File: config.mk
export PLATFORM = sky130hd
export DESIGN_NAME = stopwatch_datapath
export DESIGN_NICKNAME = d
export VERILOG_FILES = /design/src/rtl/stopwatch_pkg.sv /design/src/rtl/tick_gen_10ms.sv /design/src/rtl/stopwatch_datapath.sv
export SDC_FILE = /design/constraint.sdc
export NUM_CORES = 1
export LEC_CHECK = 0
export BUFFER_PORTS_ARGS = -buffer_cell sky130_fd_sc_hd__buf_2
export CAP_MARGIN = 20
export CORE_MARGIN = 10
export CORE_UTILIZATION = 40
export DETAILED_ROUTE_END_ITERATION = 10
export PLACE_DENSITY = 0.67
export SLEW_MARGIN = 20
export SYNTH_ARGS = -nofsm -noshare
export SYNTH_HDL_FRONTEND = slang
export SYNTH_SLANG_ARGS = --single-unit
export TNS_END_PERCENT = 20
File: constraint.sdc
create_clock -name clk -period 4.79 [get_ports clk]
set_input_delay 0.958 -clock clk [delete_from_list [all_inputs] [get_ports clk]]
set_output_delay 0.958 -clock clk [all_outputs]
set_load 0.005 [all_outputs]
File: src/rtl/stopwatch_pkg.sv
// Shared constants and digit helpers for the stopwatch datapath.
// Optional lap-hold feature is selected with the STOPWATCH_LAP_EN macro.
package stopwatch_pkg;

    localparam int unsigned F_COUNT_DEFAULT = 1_000_000;

    localparam int unsigned MSEC_MAX = 100;
    localparam int unsigned SEC_MAX  = 60;
    localparam int unsigned MIN_MAX  = 60;
    localparam int unsigned HOUR_MAX = 24;

    localparam int unsigned MSEC_W = 7;
    localparam int unsigned SEC_W  = 6;
    localparam int unsigned MIN_W  = 6;
    localparam int unsigned HOUR_W = 5;

    // Common width used by the digit helpers; wide enough for any digit.
    localparam int unsigned DIGIT_W = 7;

    localparam logic [DIGIT_W-1:0] MSEC_LAST = DIGIT_W'(MSEC_MAX - 1);
    localparam logic [DIGIT_W-1:0] SEC_LAST  = DIGIT_W'(SEC_MAX - 1);
    localparam logic [DIGIT_W-1:0] MIN_LAST  = DIGIT_W'(MIN_MAX - 1);
    localparam logic [DIGIT_W-1:0] HOUR_LAST = DIGIT_W'(HOUR_MAX - 1);

    localparam logic MODE_UP   = 1'b0;
    localparam logic MODE_DOWN = 1'b1;

    // True when a step in the given direction wraps the digit and must ripple on.
    function automatic logic digit_wraps(input logic [DIGIT_W-1:0] value,
                                         input logic [DIGIT_W-1:0] last,
                                         input logic               mode);
        if (mode == MODE_DOWN) begin
            return value == '0;
        end
        return value == last;
    endfunction

    // One modular step of a digit: up wraps last->0, down wraps 0->last.
    function automatic logic [DIGIT_W-1:0] digit_step(input logic [DIGIT_W-1:0] value,
                                                      input logic [DIGIT_W-1:0] last,
                                                      input logic               mode);
        if (mode == MODE_DOWN) begin
            return (value == '0) ? last : value - DIGIT_W'(1);
        end
        return (value == last) ? '0 : value + DIGIT_W'(1);
    endfunction

endpackage

File: src/rtl/tick_gen_10ms.sv
// 10 ms time base: prescaler that only advances while running and a registered
// one-cycle tick issued after the prescaler's last count.
module tick_gen_10ms #(
    parameter int unsigned F_COUNT = 1_000_000
) (
    input  logic clk,
    input  logic reset,
    input  logic i_run,
    input  logic i_clear,
    output logic o_tick
);

    localparam int unsigned CntW = (F_COUNT > 1) ? $clog2(F_COUNT) : 1;
    localparam logic [CntW-1:0] LastCnt = CntW'(F_COUNT - 1);

    logic [CntW-1:0] cnt_q, cnt_d;
    logic            tick_q, tick_d;

    // Prescaler next state; holds its count while stopped so resume continues mid-period.
    always_comb begin
        cnt_d  = cnt_q;
        tick_d = 1'b0;
        if (i_clear) begin
            cnt_d = '0;
        end else if (i_run) begin
            if (cnt_q == LastCnt) begin
                cnt_d  = '0;
                tick_d = 1'b1;
            end else begin
                cnt_d = cnt_q + CntW'(1);
            end
        end
    end

    // Prescaler and tick registers.
    always_ff @(posedge clk or negedge reset) begin
        if (!reset) begin
            cnt_q  <= '0;
            tick_q <= 1'b0;
        end else begin
            cnt_q  <= cnt_d;
            tick_q <= tick_d;
        end
    end

    assign o_tick = tick_q;

endmodule

File: src/rtl/stopwatch_datapath.sv
// Stopwatch time base and hour:min:sec:centisecond counter chain.
// Define STOPWATCH_LAP_EN to build the lap-hold capture registers.
module stopwatch_datapath
    import stopwatch_pkg::*;
#(
    parameter int unsigned F_COUNT = F_COUNT_DEFAULT
) (
    input  logic              clk,
    input  logic              reset,
    input  logic              i_run_stop,
    input  logic              i_clear,
    input  logic              i_mode,
    input  logic              i_lap,
    output logic [MSEC_W-1:0] o_msec,
    output logic [SEC_W-1:0]  o_sec,
    output logic [MIN_W-1:0]  o_min,
    output logic [HOUR_W-1:0] o_hour,
    output logic              o_tick
);

    logic              tick;
    logic              sec_en, min_en, hour_en;
    logic [MSEC_W-1:0] msec_q, msec_d;
    logic [SEC_W-1:0]  sec_q, sec_d;
    logic [MIN_W-1:0]  min_q, min_d;
    logic [HOUR_W-1:0] hour_q, hour_d;

    tick_gen_10ms #(
        .F_COUNT (F_COUNT)
    ) u_tick_gen (
        .clk     (clk),
        .reset   (reset),
        .i_run   (i_run_stop),
        .i_clear (i_clear),
        .o_tick  (tick)
    );

    // Carry/borrow ripple: each digit steps when all lower digits wrap on this tick.
    always_comb begin
        sec_en  = tick & digit_wraps(DIGIT_W'(msec_q), MSEC_LAST, i_mode);
        min_en  = sec_en & digit_wraps(DIGIT_W'(sec_q), SEC_LAST, i_mode);
        hour_en = min_en & digit_wraps(DIGIT_W'(min_q), MIN_LAST, i_mode);
    end

    // Digit next state; clear wins over a coincident tick.
    always_comb begin
        msec_d = msec_q;
        sec_d  = sec_q;
        min_d  = min_q;
        hour_d = hour_q;
        if (i_clear) begin
            msec_d = '0;
            sec_d  = '0;
            min_d  = '0;
            hour_d = '0;
        end else begin
            if (tick) begin
                msec_d = MSEC_W'(digit_step(DIGIT_W'(msec_q), MSEC_LAST, i_mode));
            end
            if (sec_en) begin
                sec_d = SEC_W'(digit_step(DIGIT_W'(sec_q), SEC_LAST, i_mode));
            end
            if (min_en) begin
                min_d = MIN_W'(digit_step(DIGIT_W'(min_q), MIN_LAST, i_mode));
            end
            if (hour_en) begin
                hour_d = HOUR_W'(digit_step(DIGIT_W'(hour_q), HOUR_LAST, i_mode));
            end
        end
    end

    // Live digit registers.
    always_ff @(posedge clk or negedge reset) begin
        if (!reset) begin
            msec_q <= '0;
            sec_q  <= '0;
            min_q  <= '0;
            hour_q <= '0;
        end else begin
            msec_q <= msec_d;
            sec_q  <= sec_d;
            min_q  <= min_d;
            hour_q <= hour_d;
        end
    end

`ifdef STOPWATCH_LAP_EN
    logic              hold_q, hold_d;
    logic [MSEC_W-1:0] cap_msec_q, cap_msec_d;
    logic [SEC_W-1:0]  cap_sec_q, cap_sec_d;
    logic [MIN_W-1:0]  cap_min_q, cap_min_d;
    logic [HOUR_W-1:0] cap_hour_q, cap_hour_d;

    // Lap toggle; snapshot the displayed live digits when entering hold.
    always_comb begin
        hold_d     = hold_q;
        cap_msec_d = cap_msec_q;
        cap_sec_d  = cap_sec_q;
        cap_min_d  = cap_min_q;
        cap_hour_d = cap_hour_q;
        if (i_clear) begin
            hold_d = 1'b0;
        end else if (i_lap) begin
            hold_d = ~hold_q;
            if (!hold_q) begin
                cap_msec_d = msec_q;
                cap_sec_d  = sec_q;
                cap_min_d  = min_q;
                cap_hour_d = hour_q;
            end
        end
    end

    // Lap hold and capture registers.
    always_ff @(posedge clk or negedge reset) begin
        if (!reset) begin
            hold_q     <= 1'b0;
            cap_msec_q <= '0;
            cap_sec_q  <= '0;
            cap_min_q  <= '0;
            cap_hour_q <= '0;
        end else begin
            hold_q     <= hold_d;
            cap_msec_q <= cap_msec_d;
            cap_sec_q  <= cap_sec_d;
            cap_min_q  <= cap_min_d;
            cap_hour_q <= cap_hour_d;
        end
    end

    // Display frozen snapshot while holding, live digits otherwise.
    always_comb begin
        o_msec = hold_q ? cap_msec_q : msec_q;
        o_sec  = hold_q ? cap_sec_q  : sec_q;
        o_min  = hold_q ? cap_min_q  : min_q;
        o_hour = hold_q ? cap_hour_q : hour_q;
    end
`else
    logic unused_lap;
    assign unused_lap = i_lap;

    assign o_msec = msec_q;
    assign o_sec  = sec_q;
    assign o_min  = min_q;
    assign o_hour = hour_q;
`endif

    assign o_tick = tick;

endmodule

# Yosys cells after proc, flatten, opt, wreduce, memory -nomap -nowiden
# Cells that the tools add are included.
# word_totals
reg_bits	45
latchBits	0
ramBits	0
mem_bits_ro	0
out_inout_bits	25
wordCells	77
n_memories	0
# op_classes
n_addsub	9
n_mul	0
div_mod_pow	0
order_cmp	0
n_eq_ne	5
n_shift	0
n_mux	45
bitwise	3
n_reduce_logical	9
# op_table
cell	n
two-way mux 6 bit	12
two-way mux 20 bit	3
two-way mux 7 bit	6
two-way mux 5 bit	6
adder 20 x 1 -> 20 bit (second input constant)	1
== test 20 bit (second input constant)	1
two-way mux 1 bit	18
adder 6 x 1 -> 6 bit (second input constant)	2
== test 6 bit (second input constant)	2
zero test 6 bit	2
subtractor 6 x 1 -> 6 bit (second input constant)	2
nonzero test 2 bit	5
adder 7 x 1 -> 7 bit (second input constant)	1
== test 7 bit (second input constant)	1
zero test 7 bit	1
subtractor 7 x 1 -> 7 bit (second input constant)	1
adder 5 x 1 -> 5 bit (second input constant)	1
== test 5 bit (second input constant)	1
zero test 5 bit	1
subtractor 5 x 1 -> 5 bit (second input constant)	1
AND 1 bit	3

# Logic depth before layout (Yosys ltp)
# depth
depth_word	11
mapped_depth	8

# Cells and area by module
# Synthesis repeated with hierarchy kept, for this count alone.
# hier_totals
cells_unflattened	382
area_unflattened_um2	3246.9
# modules_own_cells
mod	n_inst	cells_per_inst	area_each_um2	seq_area_each_um2
stopwatch_datapath	1	258	2079.5	600.6
tick_gen_10ms	1	124	1167.4	525.5

# Least setup slack after synthesis
# Ideal clock, no wire load.
# synth_path
kind	in2reg
startpoint	input port i_mode
endpoint	register hour_q[2], in the netlist o_hour[2]
arrival_ns	2.460
path_slack_ns	2.252
path_stages	6
n_path_buf	1
cell_sequence	clkbuf_1 nand4b_1 nor4_4 o221ai_2 or3_1 a21oi_1
# synth_via
elab_chain_len	6
elab_cells_between_ends	13
# synth_lines
item	line_no	rtl
start: declaration	stopwatch_datapath.sv:12	input logic i_mode,
two-way mux 1 bit (*)	stopwatch_pkg.sv:32, stopwatch_pkg.sv:42	
two-way mux 1 bit, on equally long branches	stopwatch_datapath.sv:66, stopwatch_pkg.sv:35	
two-way mux 1 bit or AND 1 bit (tied branches)	stopwatch_datapath.sv:51, stopwatch_datapath.sv:40	
two-way mux 5 bit or AND 1 bit (tied branches)	stopwatch_pkg.sv:45, stopwatch_datapath.sv:41	
two-way mux 5 bit or AND 1 bit (tied branches)	stopwatch_datapath.sv:66, stopwatch_datapath.sv:42	
two-way mux 5 bit or nonzero test 2 bit (tied branches)	--	
end signal: assignment	stopwatch_datapath.sv:83	hour_q <= hour_d;
end: declaration	stopwatch_datapath.sv:26	logic [HOUR_W-1:0] hour_q, hour_d;
# Every way passes the cells marked *; elsewhere a longest branch is shown, timed or not. The select of a mux whose other input is x is not followed.
# A chain may end at the register's enable or synchronous reset.

# Worst setup path in the final report
# Same ends and word-level chain as after synthesis.

==> impl_summary.md <==
Status
The flow ran to the end, and the final reports show no timing, DRC or antenna violations.

Power
The part of the total power dissipated in combinational logic is 7.8%. The leakage power figure is 1.58 nW. The share of total power dissipated in sequential elements is 53.2%. In this run, the clock network consumes 39.0% of the power. Internal power comes to 551 uW. Of the total power, the share spent switching nets is 23.9%.

The net switching component of the power is 173 uW. The power per standard cell area is 197 nW/um2. Across the VDD grid, the largest voltage drop is 0.0000858 V.

Yosys
The Yosys step of the flow raised 0 warnings. The mean post-synth cell area is 8.24 um2. The most instantiated flip-flop cell in the synthesis netlist is dfrtp_1. Synthesis inferred 45 register bits.

The count of different cell masters after synthesis is 68. The gate count of the mapped netlist is 408. The number of nets handed over by synthesis was 426. The number of enable flip-flop cells after synthesis is 0.

The post-synthesis instance area is 3360 um2. After synthesis, flip-flops and latches occupy 33.5% of the total area. Of all flip-flops after synthesis, the portion carrying an async set or reset was 100%.

Worst setup path
Among all stages on the critical path, the largest delay is contributed by or3_1. The start-to-end type of the worst setup path is in -> reg. The signal on the critical path passes through buf_2, buf_4, nand4b_1, nor4_4, o221ai_2, or3_1, a21oi_1. Data on the critical path arrives at its endpoint at 2890 ps.

STA classifies the critical path startpoint as an input port. On the worst path, the slowest cell contributes a delay of 420 ps. Data on the critical path is required at its endpoint by 5020 ps. Along the worst path, the maximum fanout reaches 34.

The endpoint kind of the worst setup timing path is a register.

Clocking
The clock tree from TritonCTS is built. The H-tree was split into 2 levels. In this run, CTS created clock tree buffers numbering 5.

CTS placed an instance of clkbuf_8 at the clock tree root. In this run the post-CTS setup repair buffer count came out at 0. The clock transition at the registers of the reported paths is 80 ps.

The clock passes through at most 2 buffers. Clock tree synthesis found a total of 45 sinks. Once the clock tree was built, the resizer swapped 0 gates to a different size. The post-cts hold buffer count is 0. The clock latency reported for the late side of the worst-skew pair is 300 ps.

STA
The achievable frequency is 375 MHz. The number of max-slew violations in the final report was 0. The smallest clock period supported by the final layout is computed as 2660 ps. Setup repair after global routing left no endpoint under its margin. In the finished design, the share of the clock period the worst path needs comes to 55.6%.

The max-slew headroom at the worst pin is 60.3%. The final hold violation count is 0. On the final layout, the worst clock skew is 13.3 ps. Across all hold checks on the routed design, the worst slack comes to 515 ps.

Setup violations remaining at the end of the flow were counted as 0. In the final timing run, aggregate negative setup slack is 0 ps. For the pin with the worst max-slew slack, the measured transition is 595 ps.

Global route
The wire length of the first global-routing pass is 14.8 mm. The global-route usage over all layers is 13.6%. For this run the aggregate overflow at the end of global routing stands at 0. The largest net degree at the start of global routing is 35. The via count of the first global-routing pass is 3081. The initial antenna violation count was 0.

Final layout
The final standard cell area without fillers is 3670 um2. The count of non-filler cells in the finished layout is 529. The number of nets in the layout is 442. The most frequent standard cell in the layout excluding fill and tap cells is dfrtp_1.

The repair_antennas step left the layout with diodes totalling 0. The area growth from synthesis to layout is 9.08%. The share of layout cells above drive strength 1 is 12.3%. The library cells used most frequently in the layout, excluding fill and tap cells, are dfrtp_1 (45), nand2_1 (44), nor2_1 (34), buf_2 (29).

Routing
The pre-antenna-repair detailed-routing pass consisted of 4 iterations. After detailed routing, the number of remaining DRC violations is 0. The violation count after the first detailed-route iteration is 193. The routed wirelength normalized by instance count is 16.2 um. Once detail routing completed, the nets flagged for antenna violations numbered 0.

The via total after detailed routing is 3181. The via count normalized by instance count is 6.01. For this block, the routed nets add up to 8.58 mm of wire.

Place
The placed wire-length estimate after detailed placement is 5.92 mm. Input and output buffers added on the ports amount to 29. The cell area reported after detailed placement is 3560 um2. At the end of routability-driven placement, the weighted congestion stood at 0.848.

Counting tap cells, the placed design contains a total of 522 instances.

Floorplanning
The floorplan has 33 rows. The die is 112 um tall. The overall die width is 112 um. In this run the count of I/O pins placed on the die edge is 31. The core area is 8220 um2. For this configuration, the core starts out at a cell density of 40.9%. The die covers 12500 um2.

Hold path
The worst hold path belongs to the class reg -> reg.

Flow run
Across the run, the number of max-cap violations was 0.
## routing by layer
layer / wire length, um / part of all wire [%] / track usage [%] / up-vias
met4: 65 / 0.76 / 3.77 / 0
met2: 4110 / 48 / 22.4 / 78
met5: 0 / 0 / 0 / -
li1: - / - / - / 1556
met1: 3970 / 46 / 17.2 / 1541
met3: 428 / 5.0 / 3.22 / 6
## state kept, by name, indices dropped and copies added, names as in the netlist
name,cells
u_tick_gen.o_tick,1
o_sec,6
u_tick_gen.cnt_q,20
o_min,6
o_msec,7
o_hour,5
## cell families (layout without fill, tap and decap cells)
family	after synthesis	count (layout)	share of synthesized area (%)
DFF	45	45	33.5
xor gates and xnor gates	9	9	2.34
AOI/OAI and AO/OA	110	110	22.0
adders and majority gates	12	12	4.47
and+or+nand+nor	185	185	30.5
muxes	8	8	2.42
buffers and inverters	39	55	4.80
## through the flow
stage | setup WS (ps) | util (%) | power, mW
final | 2130 | 44.6 | 0.724
after global routing | 2030 | 44.6 | 0.757
after CTS | 2150 | 44.6 | 0.735
after detailed placement | 1830 | 43.4 | 0.450
after global placement | 1840 | 43.4 | 0.448
after floorplan | 2250 | - | 0.427
## cell usage after synthesis, drive strengths merged, types with 5 or more instances
library cell	number	area (um2)
or3	5	36.3
a22o	6	52.6
nand3	14	70.1
mux2i	7	70.1
nand2b	7	43.8
and3	8	50.1
and4	5	43.8
nand2	44	165
or4	5	41.3
a211oi	7	52.6
xor2	5	43.8
nor2b	5	31.3
ha	12	150
inv	13	48.8
nor3	18	95.1
o21ai	27	135
buf	8	45.0
nor4	10	92.6
clkbuf	16	60.1
nand4	10	62.6
a21oi	24	120
nor2	34	128
dfrtp	45	1130
o211ai	5	37.5
## power by group through the flow
stage | registers [mW] | logic [mW] | clock network, mW
5_1_grt | 0.386 | 0.0642 | 0.307
2_1_floorplan | 0.392 | 0.0351 | 0
3_3_place_gp | 0.393 | 0.0557 | 0
6_report | 0.385 | 0.0563 | 0.282
4_1_cts | 0.385 | 0.0572 | 0.292
3_5_place_dp | 0.393 | 0.0572 | 0
## worst paths after layout
| path | startpoint | end | slack, ps | cells past startpoint |
|---|---|---|---|---|
| setup / recovery | i_mode | o_hour[2] | 2130 | 7 |
| hold / removal | u_tick_gen.cnt_q[1] | u_tick_gen.cnt_q[1] | 520 | 2 |
| setup reg to reg | o_sec[1] | o_hour[2] | 2490 | 6 |
| hold reg to reg | u_tick_gen.cnt_q[1] | u_tick_gen.cnt_q[1] | 520 | 2 |
| max in group asynchronous | reset | o_sec[0] | 3440 | 2 |
| min in group asynchronous | reset | o_msec[5] | 580 | 1 |
## cell type report
class / instances / area, um2
flip-flops and latches: 45 / 1130
clock inverters: 2 / 35.0
inverters: 15 / 56.3
well taps: 105 / 131
clock buffers: 5 / 68.8
repair buffers: 33 / 175
multi-input cells: 324 / 2070
fillers: 812 / 4550
## critical path, delay by kind of cell
family	cells	cell delay [ps]
AO/OA/AOI/OAI	2	400
buffers and inverters	2	350
AND/OR/NAND/NOR	3	1160
No activity file was read; power rests on OpenSTA's default activity.
